==> src/rtl/mult_div_pkg.sv <==
// Shared definitions for the iterative multiply/divide unit.
//  - op codes for MULT/MULTU/DIV/DIVU
//  - FSM state encoding
//  - small decode helpers used by the top and the testbench
package mult_div_pkg;

  localparam logic [1:0] OP_MULT  = 2'b00;
  localparam logic [1:0] OP_MULTU = 2'b01;
  localparam logic [1:0] OP_DIV   = 2'b10;
  localparam logic [1:0] OP_DIVU  = 2'b11;

  typedef enum logic [1:0] {
    OCIOSO = 2'b00,
    CALC   = 2'b01,
    AJUSTE = 2'b10
  } estado_t;

  // bit 1 selects divide, bit 0 selects unsigned
  function automatic logic eh_div(input logic [1:0] op);
    return op[1];
  endfunction

  function automatic logic eh_sinal(input logic [1:0] op);
    return ~op[0];
  endfunction

endpackage

==> src/rtl/mult_div_unit_if.sv <==
// Bus between the EX stage and the multiply/divide unit.
//  master (pipeline): drives limpar, inicio, op, a, b, escreve_hi/lo, dado_hilo
//  slave  (unit)    : drives hi, lo, ocupado, pronto
interface mult_div_unit_if #(parameter int LARGURA = 32);
  logic               limpar;
  logic               inicio;
  logic [1:0]         op;
  logic [LARGURA-1:0] a;
  logic [LARGURA-1:0] b;
  logic               escreve_hi;
  logic               escreve_lo;
  logic [LARGURA-1:0] dado_hilo;
  logic [LARGURA-1:0] hi;
  logic [LARGURA-1:0] lo;
  logic               ocupado;
  logic               pronto;

  modport master (
    output limpar, inicio, op, a, b, escreve_hi, escreve_lo, dado_hilo,
    input  hi, lo, ocupado, pronto
  );

  modport slave (
    input  limpar, inicio, op, a, b, escreve_hi, escreve_lo, dado_hilo,
    output hi, lo, ocupado, pronto
  );
endinterface

==> src/rtl/mult_div_unit_passo_div.sv <==
// One combinational restoring-division step.
//  i_resto   : partial remainder (always < divisor when divisor != 0)
//  i_divisor : divisor magnitude
//  i_bit     : next dividend bit shifted in
//  o_resto   : new partial remainder
//  o_q       : quotient bit produced by this step
module passo_div #(parameter int LARGURA = 32) (
  input  logic [LARGURA-1:0] i_resto,
  input  logic [LARGURA-1:0] i_divisor,
  input  logic               i_bit,
  output logic [LARGURA-1:0] o_resto,
  output logic               o_q
);
  logic [LARGURA:0]   w_desl;
  logic [LARGURA-1:0] w_dif;

  assign w_desl = {i_resto, i_bit};
  // When the subtract succeeds the result is < divisor, so the low bits alone
  // give the exact difference.
  assign w_dif   = w_desl[LARGURA-1:0] - i_divisor;
  assign o_q     = (w_desl >= {1'b0, i_divisor});
  assign o_resto = o_q ? w_dif : w_desl[LARGURA-1:0];
endmodule

==> src/rtl/mult_div_unit.sv <==
// Iterative multiply/divide unit owning HI/LO.
//  clock, reset_n : clock and async active-low reset
//  bus (slave)    : start/flush/op/operands, mthi/mtlo writes, hi/lo/ocupado/pronto
// An op occupies the unit for LARGURA CALC cycles plus one AJUSTE cycle.
// Operands are reduced to magnitudes on entry; signs are applied in AJUSTE.
module mult_div_unit
  import mult_div_pkg::*;
#(
  parameter int LARGURA = 32
) (
  input  logic            clock,
  input  logic            reset_n,
  mult_div_unit_if.slave  bus
);
  localparam int CW = (LARGURA > 1) ? $clog2(LARGURA) : 1;
  localparam logic [CW-1:0] ULTIMO = CW'(LARGURA - 1);

  estado_t              r_state, w_prox;
  logic [CW-1:0]        r_cnt;
  logic [2*LARGURA-1:0] r_acc;   // mult: {partial sum, multiplier}; div: {remainder, dividend/quotient}
  logic [LARGURA-1:0]   r_opb;   // multiplicand or divisor magnitude
  logic [LARGURA-1:0]   r_a;     // raw dividend, returned in hi on divide by zero
  logic                 r_div;
  logic                 r_bzero;
  logic                 r_neg_lo; // sign of product / quotient
  logic                 r_neg_hi; // sign of remainder
  logic [LARGURA-1:0]   r_hi, r_lo;
  logic                 r_ocupado, r_pronto;

  logic                 w_aceita;
  logic                 w_sinal;
  logic [LARGURA-1:0]   w_mag_a, w_mag_b;
  logic [LARGURA:0]     w_soma;
  logic [2*LARGURA-1:0] w_acc_mul, w_acc_div, w_prod;
  logic [LARGURA-1:0]   w_resto;
  logic                 w_q;
  logic [LARGURA-1:0]   w_quo, w_rem;

  assign w_aceita = (r_state == OCIOSO) && bus.inicio && !bus.limpar;
  assign w_sinal  = eh_sinal(bus.op);
  assign w_mag_a  = (w_sinal && bus.a[LARGURA-1]) ? -bus.a : bus.a;
  assign w_mag_b  = (w_sinal && bus.b[LARGURA-1]) ? -bus.b : bus.b;

  // shift-add step: conditionally add multiplicand to the upper half, shift right
  assign w_soma    = {1'b0, r_acc[2*LARGURA-1:LARGURA]} + (r_acc[0] ? {1'b0, r_opb} : '0);
  assign w_acc_mul = {w_soma, r_acc[LARGURA-1:1]};

  passo_div #(.LARGURA(LARGURA)) u_passo (
    .i_resto   (r_acc[2*LARGURA-1:LARGURA]),
    .i_divisor (r_opb),
    .i_bit     (r_acc[LARGURA-1]),
    .o_resto   (w_resto),
    .o_q       (w_q)
  );
  assign w_acc_div = {w_resto, r_acc[LARGURA-2:0], w_q};

  assign w_prod = r_neg_lo ? -r_acc : r_acc;
  assign w_quo  = r_neg_lo ? -r_acc[LARGURA-1:0] : r_acc[LARGURA-1:0];
  assign w_rem  = r_neg_hi ? -r_acc[2*LARGURA-1:LARGURA] : r_acc[2*LARGURA-1:LARGURA];

  always_ff @(posedge clock or negedge reset_n) begin
    if (!reset_n) r_state <= OCIOSO;
    else          r_state <= w_prox;
  end

  always_comb begin
    w_prox = r_state;
    case (r_state)
      OCIOSO:  if (w_aceita) w_prox = CALC;
      CALC:    if (bus.limpar) w_prox = OCIOSO;
               else if (r_cnt == ULTIMO) w_prox = AJUSTE;
      AJUSTE:  w_prox = OCIOSO;
      default: w_prox = OCIOSO;
    endcase
  end

  always_ff @(posedge clock or negedge reset_n) begin
    if (!reset_n) begin
      r_cnt     <= '0;
      r_acc     <= '0;
      r_opb     <= '0;
      r_a       <= '0;
      r_div     <= 1'b0;
      r_bzero   <= 1'b0;
      r_neg_lo  <= 1'b0;
      r_neg_hi  <= 1'b0;
      r_hi      <= '0;
      r_lo      <= '0;
      r_ocupado <= 1'b0;
      r_pronto  <= 1'b0;
    end else begin
      r_ocupado <= (w_prox != OCIOSO);
      r_pronto  <= (r_state == AJUSTE) && !bus.limpar;
      case (r_state)
        OCIOSO: begin
          if (bus.escreve_hi) r_hi <= bus.dado_hilo;
          if (bus.escreve_lo) r_lo <= bus.dado_hilo;
          if (w_aceita) begin
            r_cnt    <= '0;
            r_acc    <= {{LARGURA{1'b0}}, w_mag_a};
            r_opb    <= w_mag_b;
            r_a      <= bus.a;
            r_div    <= eh_div(bus.op);
            r_bzero  <= (bus.b == '0);
            r_neg_lo <= w_sinal && (bus.a[LARGURA-1] ^ bus.b[LARGURA-1]);
            r_neg_hi <= w_sinal && bus.a[LARGURA-1];
          end
        end
        CALC: begin
          if (!bus.limpar) begin
            r_acc <= r_div ? w_acc_div : w_acc_mul;
            r_cnt <= r_cnt + 1'b1;
          end
        end
        AJUSTE: begin
          if (!bus.limpar) begin
            if (!r_div) begin
              {r_hi, r_lo} <= w_prod;
            end else if (r_bzero) begin
              r_hi <= r_a;
              r_lo <= '1;
            end else begin
              r_hi <= w_rem;
              r_lo <= w_quo;
            end
          end
        end
        default: ;
      endcase
    end
  end

  assign bus.hi      = r_hi;
  assign bus.lo      = r_lo;
  assign bus.ocupado = r_ocupado;
  assign bus.pronto  = r_pronto;
endmodule
==> src/flat_wrapper.sv <==
// flat-port wrapper written by rule: the top's interface ports become plain ports
module mult_div_unit_flat import mult_div_pkg::*;
#(
  parameter int LARGURA = 32
)
  (clock, reset_n, bus_limpar, bus_inicio, bus_op, bus_a, bus_b, bus_escreve_hi, bus_escreve_lo, bus_dado_hilo, bus_hi, bus_lo, bus_ocupado, bus_pronto);
  mult_div_unit_if #(.LARGURA(LARGURA)) bus_i ();
  input  logic clock;
  input  logic reset_n;
  input wire logic [$bits(bus_i.limpar)-1:0] bus_limpar;
  input wire logic [$bits(bus_i.inicio)-1:0] bus_inicio;
  input wire logic [$bits(bus_i.op)-1:0] bus_op;
  input wire logic [$bits(bus_i.a)-1:0] bus_a;
  input wire logic [$bits(bus_i.b)-1:0] bus_b;
  input wire logic [$bits(bus_i.escreve_hi)-1:0] bus_escreve_hi;
  input wire logic [$bits(bus_i.escreve_lo)-1:0] bus_escreve_lo;
  input wire logic [$bits(bus_i.dado_hilo)-1:0] bus_dado_hilo;
  output wire logic [$bits(bus_i.hi)-1:0] bus_hi;
  output wire logic [$bits(bus_i.lo)-1:0] bus_lo;
  output wire logic [$bits(bus_i.ocupado)-1:0] bus_ocupado;
  output wire logic [$bits(bus_i.pronto)-1:0] bus_pronto;
  assign bus_i.limpar = bus_limpar;
  assign bus_i.inicio = bus_inicio;
  assign bus_i.op = bus_op;
  assign bus_i.a = bus_a;
  assign bus_i.b = bus_b;
  assign bus_i.escreve_hi = bus_escreve_hi;
  assign bus_i.escreve_lo = bus_escreve_lo;
  assign bus_i.dado_hilo = bus_dado_hilo;
  assign bus_hi = bus_i.hi;
  assign bus_lo = bus_i.lo;
  assign bus_ocupado = bus_i.ocupado;
  assign bus_pronto = bus_i.pronto;
  mult_div_unit #(.LARGURA(LARGURA)) u_core (.clock(clock), .reset_n(reset_n), .bus(bus_i));
endmodule
==> config.mk <==
export PLATFORM = sky130hd
export DESIGN_NAME = mult_div_unit_flat
export DESIGN_NICKNAME = d
export VERILOG_FILES = /design/src/rtl/mult_div_pkg.sv /design/src/rtl/mult_div_unit_if.sv /design/src/rtl/mult_div_unit_passo_div.sv /design/src/rtl/mult_div_unit.sv /design/src/flat_wrapper.sv
export SDC_FILE = /design/constraint.sdc
export NUM_CORES = 1
export LEC_CHECK = 0
export CORE_ASPECT_RATIO = 1.1
export CORE_MARGIN = 10
export CORE_UTILIZATION = 30
export DETAILED_ROUTE_END_ITERATION = 12
export RECOVER_POWER = 100
export SYNTH_ARGS = -nofsm -noshare
export SYNTH_HDL_FRONTEND = slang
export SYNTH_SLANG_ARGS = --single-unit
==> constraint.sdc <==
create_clock -name clock -period 4.8 [get_ports clock]
set_input_delay 0.48 -clock clock [delete_from_list [all_inputs] [get_ports clock]]
set_output_delay 0.48 -clock clock [all_outputs]
set_load 0.02 [all_outputs]
==> flow_summary.ini <==
[hold_path]
hold_path_depth = 1
min_path_type = reg2reg

[detailed_routing]
wl_per_cell_um = 21.4
drc = 0
viasPerCell = 5.55
first_iter_violations = 1616
drt_wl_total_mm = 64.5
vias = 16672
ant_nets = 0
firstDrtPassIters = 5

[synth]
async_flop_share_pct = 100
synth_area_sq_mm = 0.0167
synthMuxAreaShare_pct = 3.87
netlist.area_leader.share_pct = 30.8
synthAdderAreaFrac_pct = 5.50
synth_top_area_cell = dfrtp_1
synthDistinctLibCells = 78
synth_edf_count = 0
syn_nets = 2348
netlist_instances = 2172
synth_compound_area_share_pct = 23.6
synthSimpleGateAreaFrac_pct = 20.9
avgSynthCellArea_sq_um = 7.67
synth_top_family_by_area = compound AO/OA/AOI/OAI gates
synthFlopType = dfrtp_1
synth_xor_area_share_pct = 10.2
ys.warnings.count = 0
ys_ff_latch = 205
synth_area_leaders = dfrtp_1, nand2_1, o21ai_0, xnor2_1, ha_1
yosysSeqAreaShare_pct = 30.8

[cells_and_area]
finalNonFillerCells = 3006
final_util_pct = 36.1
syn_to_final_growth_pct = 19.1
nNetsFinal = 2427
final_cell_mix = nand2_1, o21ai_0, dfrtp_1
final_area_sq_mm = 0.0198
drive_gt1_share_pct = 4.58
layout_commonest_cell = nand2_1

[clocking]
root_buffer = clkbuf_16
htree_levels = 1
clock-sinks = 205
cts_tree = built
clk_latency_ns = 0.58
clockBufferDepth = 3
cts_buffers = 26
cts.reportedPaths.clkPinSlew_ns = 0.06
postCtsSetupBuffers = 0

[setup_path]
crit_type = reg2reg
r2r_cells = 11
critPathLaunchType = register
critPathTopFamily = compound AO/OA/AOI/OAI gates
crit_fanout = 20
worst_setup_path_end_kind = register
cp_slowest_stage_delay_ns = 0.86
slowest_stage = clkbuf_1
crit_buf_inv = 2
worstPathArrival_ns = 4.64
worst_ep_required_time_ns = 5.24
crit_path_frequent_cell = a211oi_1
path_cells = ha_1 -> and2_0 -> a32o_1 -> a21oi_1 -> a211oi_1 -> nor3_4 -> clkbuf_1 -> a2111oi_0 -> buf_4 -> a211oi_1 -> a211oi_1
cp.depth = 11

[job]
cap_violations = 5

[grt]
grt_max_degree = 108
grtUsageTotal_pct = 18.9
antenna_found_initial = 1
grt_overflow = 0
grt_pass1_wl_mm = 97.7
grt_pass1_vias = 15951

[die]
die_h_um = 267
die_w_um = 245
die_area_sq_mm = 0.0654
initial_core_util_pct = 30.3
core.rowCount = 90
core_area_sq_mm = 0.0550
ios = 170

[timing]
setup_violations = 0
tns_ns = 0
grt_setup_unrepaired = false
max_freq_mhz = 238
finalHoldViolCount = 0
final_max_slew_viol_count = 350
tightest_slew_ns = 3.53
slew_headroom_pct = -135
period_share_pct = 87.4
finalClockSkew_ns = 0.0148
post-route-min-period_ns = 4.19

[pwr]
vdd_drop_max_mv = 0.354
p_leak_nw = 8.46
p_total_mw = 10.9
powerDensity_mw_per_mm2 = 550

[place]
dp.cells = 2958
placed_area_sq_mm = 0.0190
portBuffers = 169
routabilityCongestion = 0.983
dp_hpwl_mm = 49.6

[run_status]
status = finished with violations
violations = max-capacitance violations, max-slew violations
-- area by class of cell --
cell class              count  area (sq um)
clock buffers              38           756
fillers                  5832         35100
well taps                 736           921
repair buffers            208          1990
inverters                  66           248
multi-input cells        1744         10700
flip-flops and latches    205          5130
diodes                      1          2.50
clock inverters             8           109
-- stage by stage --
step	setup WS [ns]	hold WS (ns)
after floorplan	1.49	0.184
after global placement	0.829	0.459
after detailed placement	0.772	0.466
after CTS	0.748	0.480
after global routing	0.234	0.488
final	0.606	0.466
-- synth_stat cells (9+ instances only) --
cell / instances
nand2_1: 378
o21ai_0: 245
dfrtp_1: 205
nor2_1: 166
clkbuf_1: 134
a21oi_1: 127
xnor2_1: 118
xor2_1: 77
ha_1: 70
inv_1: 63
mux2i_1: 61
nand3_1: 43
o22ai_1: 34
a21o_1: 33
nor3_1: 31
o31ai_1: 27
or3_1: 26
a31oi_1: 24
a211oi_1: 23
o211ai_1: 23
nand2b_1: 19
nand4_1: 17
buf_1: 16
nor4_1: 16
or4_1: 15
and3_1: 14
a22oi_1: 12
o41ai_1: 12
a22o_1: 10
nor2b_1: 9
o31a_1: 9
-- worst register-to-register path, cell delays in order (launching register included) --
cell and delay [ns]:
dfrtp_1 0.62, ha_1 0.38, and2_0 0.27, a32o_1 0.30, a21oi_1 0.49, a211oi_1 0.26
nor3_4 0.23, clkbuf_1 0.86, a2111oi_0 0.14, buf_4 0.21, a211oi_1 0.21, a211oi_1 0.08
-- state kept, by name, summed over array words and instances (netlist names) --
signal              count
u_core.r_acc           64
u_core.bus.hi          32
u_core.bus.lo          32
u_core.r_a             32
u_core.r_opb           32
u_core.r_cnt            5
u_core.r_state          2
u_core.bus.ocupado      1
u_core.bus.pronto       1
u_core.r_bzero          1
u_core.r_div            1
u_core.r_neg_hi         1
u_core.r_neg_lo         1
-- kinds of logic after synthesis --
| logic type | count (synthesis) |
|---|---|
| muxes | 64 |
| buffers and inverters | 223 |
| xor gates and xnor gates | 195 |
| AOI/OAI and AO/OA | 641 |
| and+or+nand+nor | 772 |
| DFF | 205 |
| adders and majority gates | 72 |
-- repair_timing --
item	4_1_cts	5_1_grt
endpoints found under the hold margin	42	0
resized for setup	0	0
hold buffers	1	0
-- worst paths after layout --
path,start,end,slack [ns]
hold reg to reg,u_core.bus.lo[11]$_DFFE_PN0P_,u_core.bus.lo[11]$_DFFE_PN0P_,0.47
max in group asynchronous,reset_n,u_core.r_a[16]$_DFFE_PN0P_,1.31
setup reg to reg,u_core.r_acc[37]$_DFFE_PN0P_,u_core.r_acc[53]$_DFFE_PN0P_,0.61
hold / removal,u_core.bus.lo[11]$_DFFE_PN0P_,u_core.bus.lo[11]$_DFFE_PN0P_,0.47
min in group asynchronous,reset_n,u_core.bus.lo[13]$_DFFE_PN0P_,1.05
setup / recovery,u_core.r_acc[37]$_DFFE_PN0P_,u_core.r_acc[53]$_DFFE_PN0P_,0.61
-- per-layer routing --
layer  part of all wire, %  wire length (um)  up-vias  global-route usage (%)
met5                     0                 0        -                       0
met4                   4.4              2840        0                    7.61
met3                   6.5              4170      122                    2.61
met2                    46             29900      710                    31.6
met1                    43             27600     7987                    24.3
li1                      -                 -     7853                       -
-- where the power goes --
group          switching [mW]  total, mW  leakage, nW  internal [mW]
Clock                   0.849       2.05        0.427           1.20
Combinational            3.68       6.06         5.48           2.38
Sequential              0.686       2.81         2.55           2.12
No activity file was read; power rests on OpenSTA's default activity.
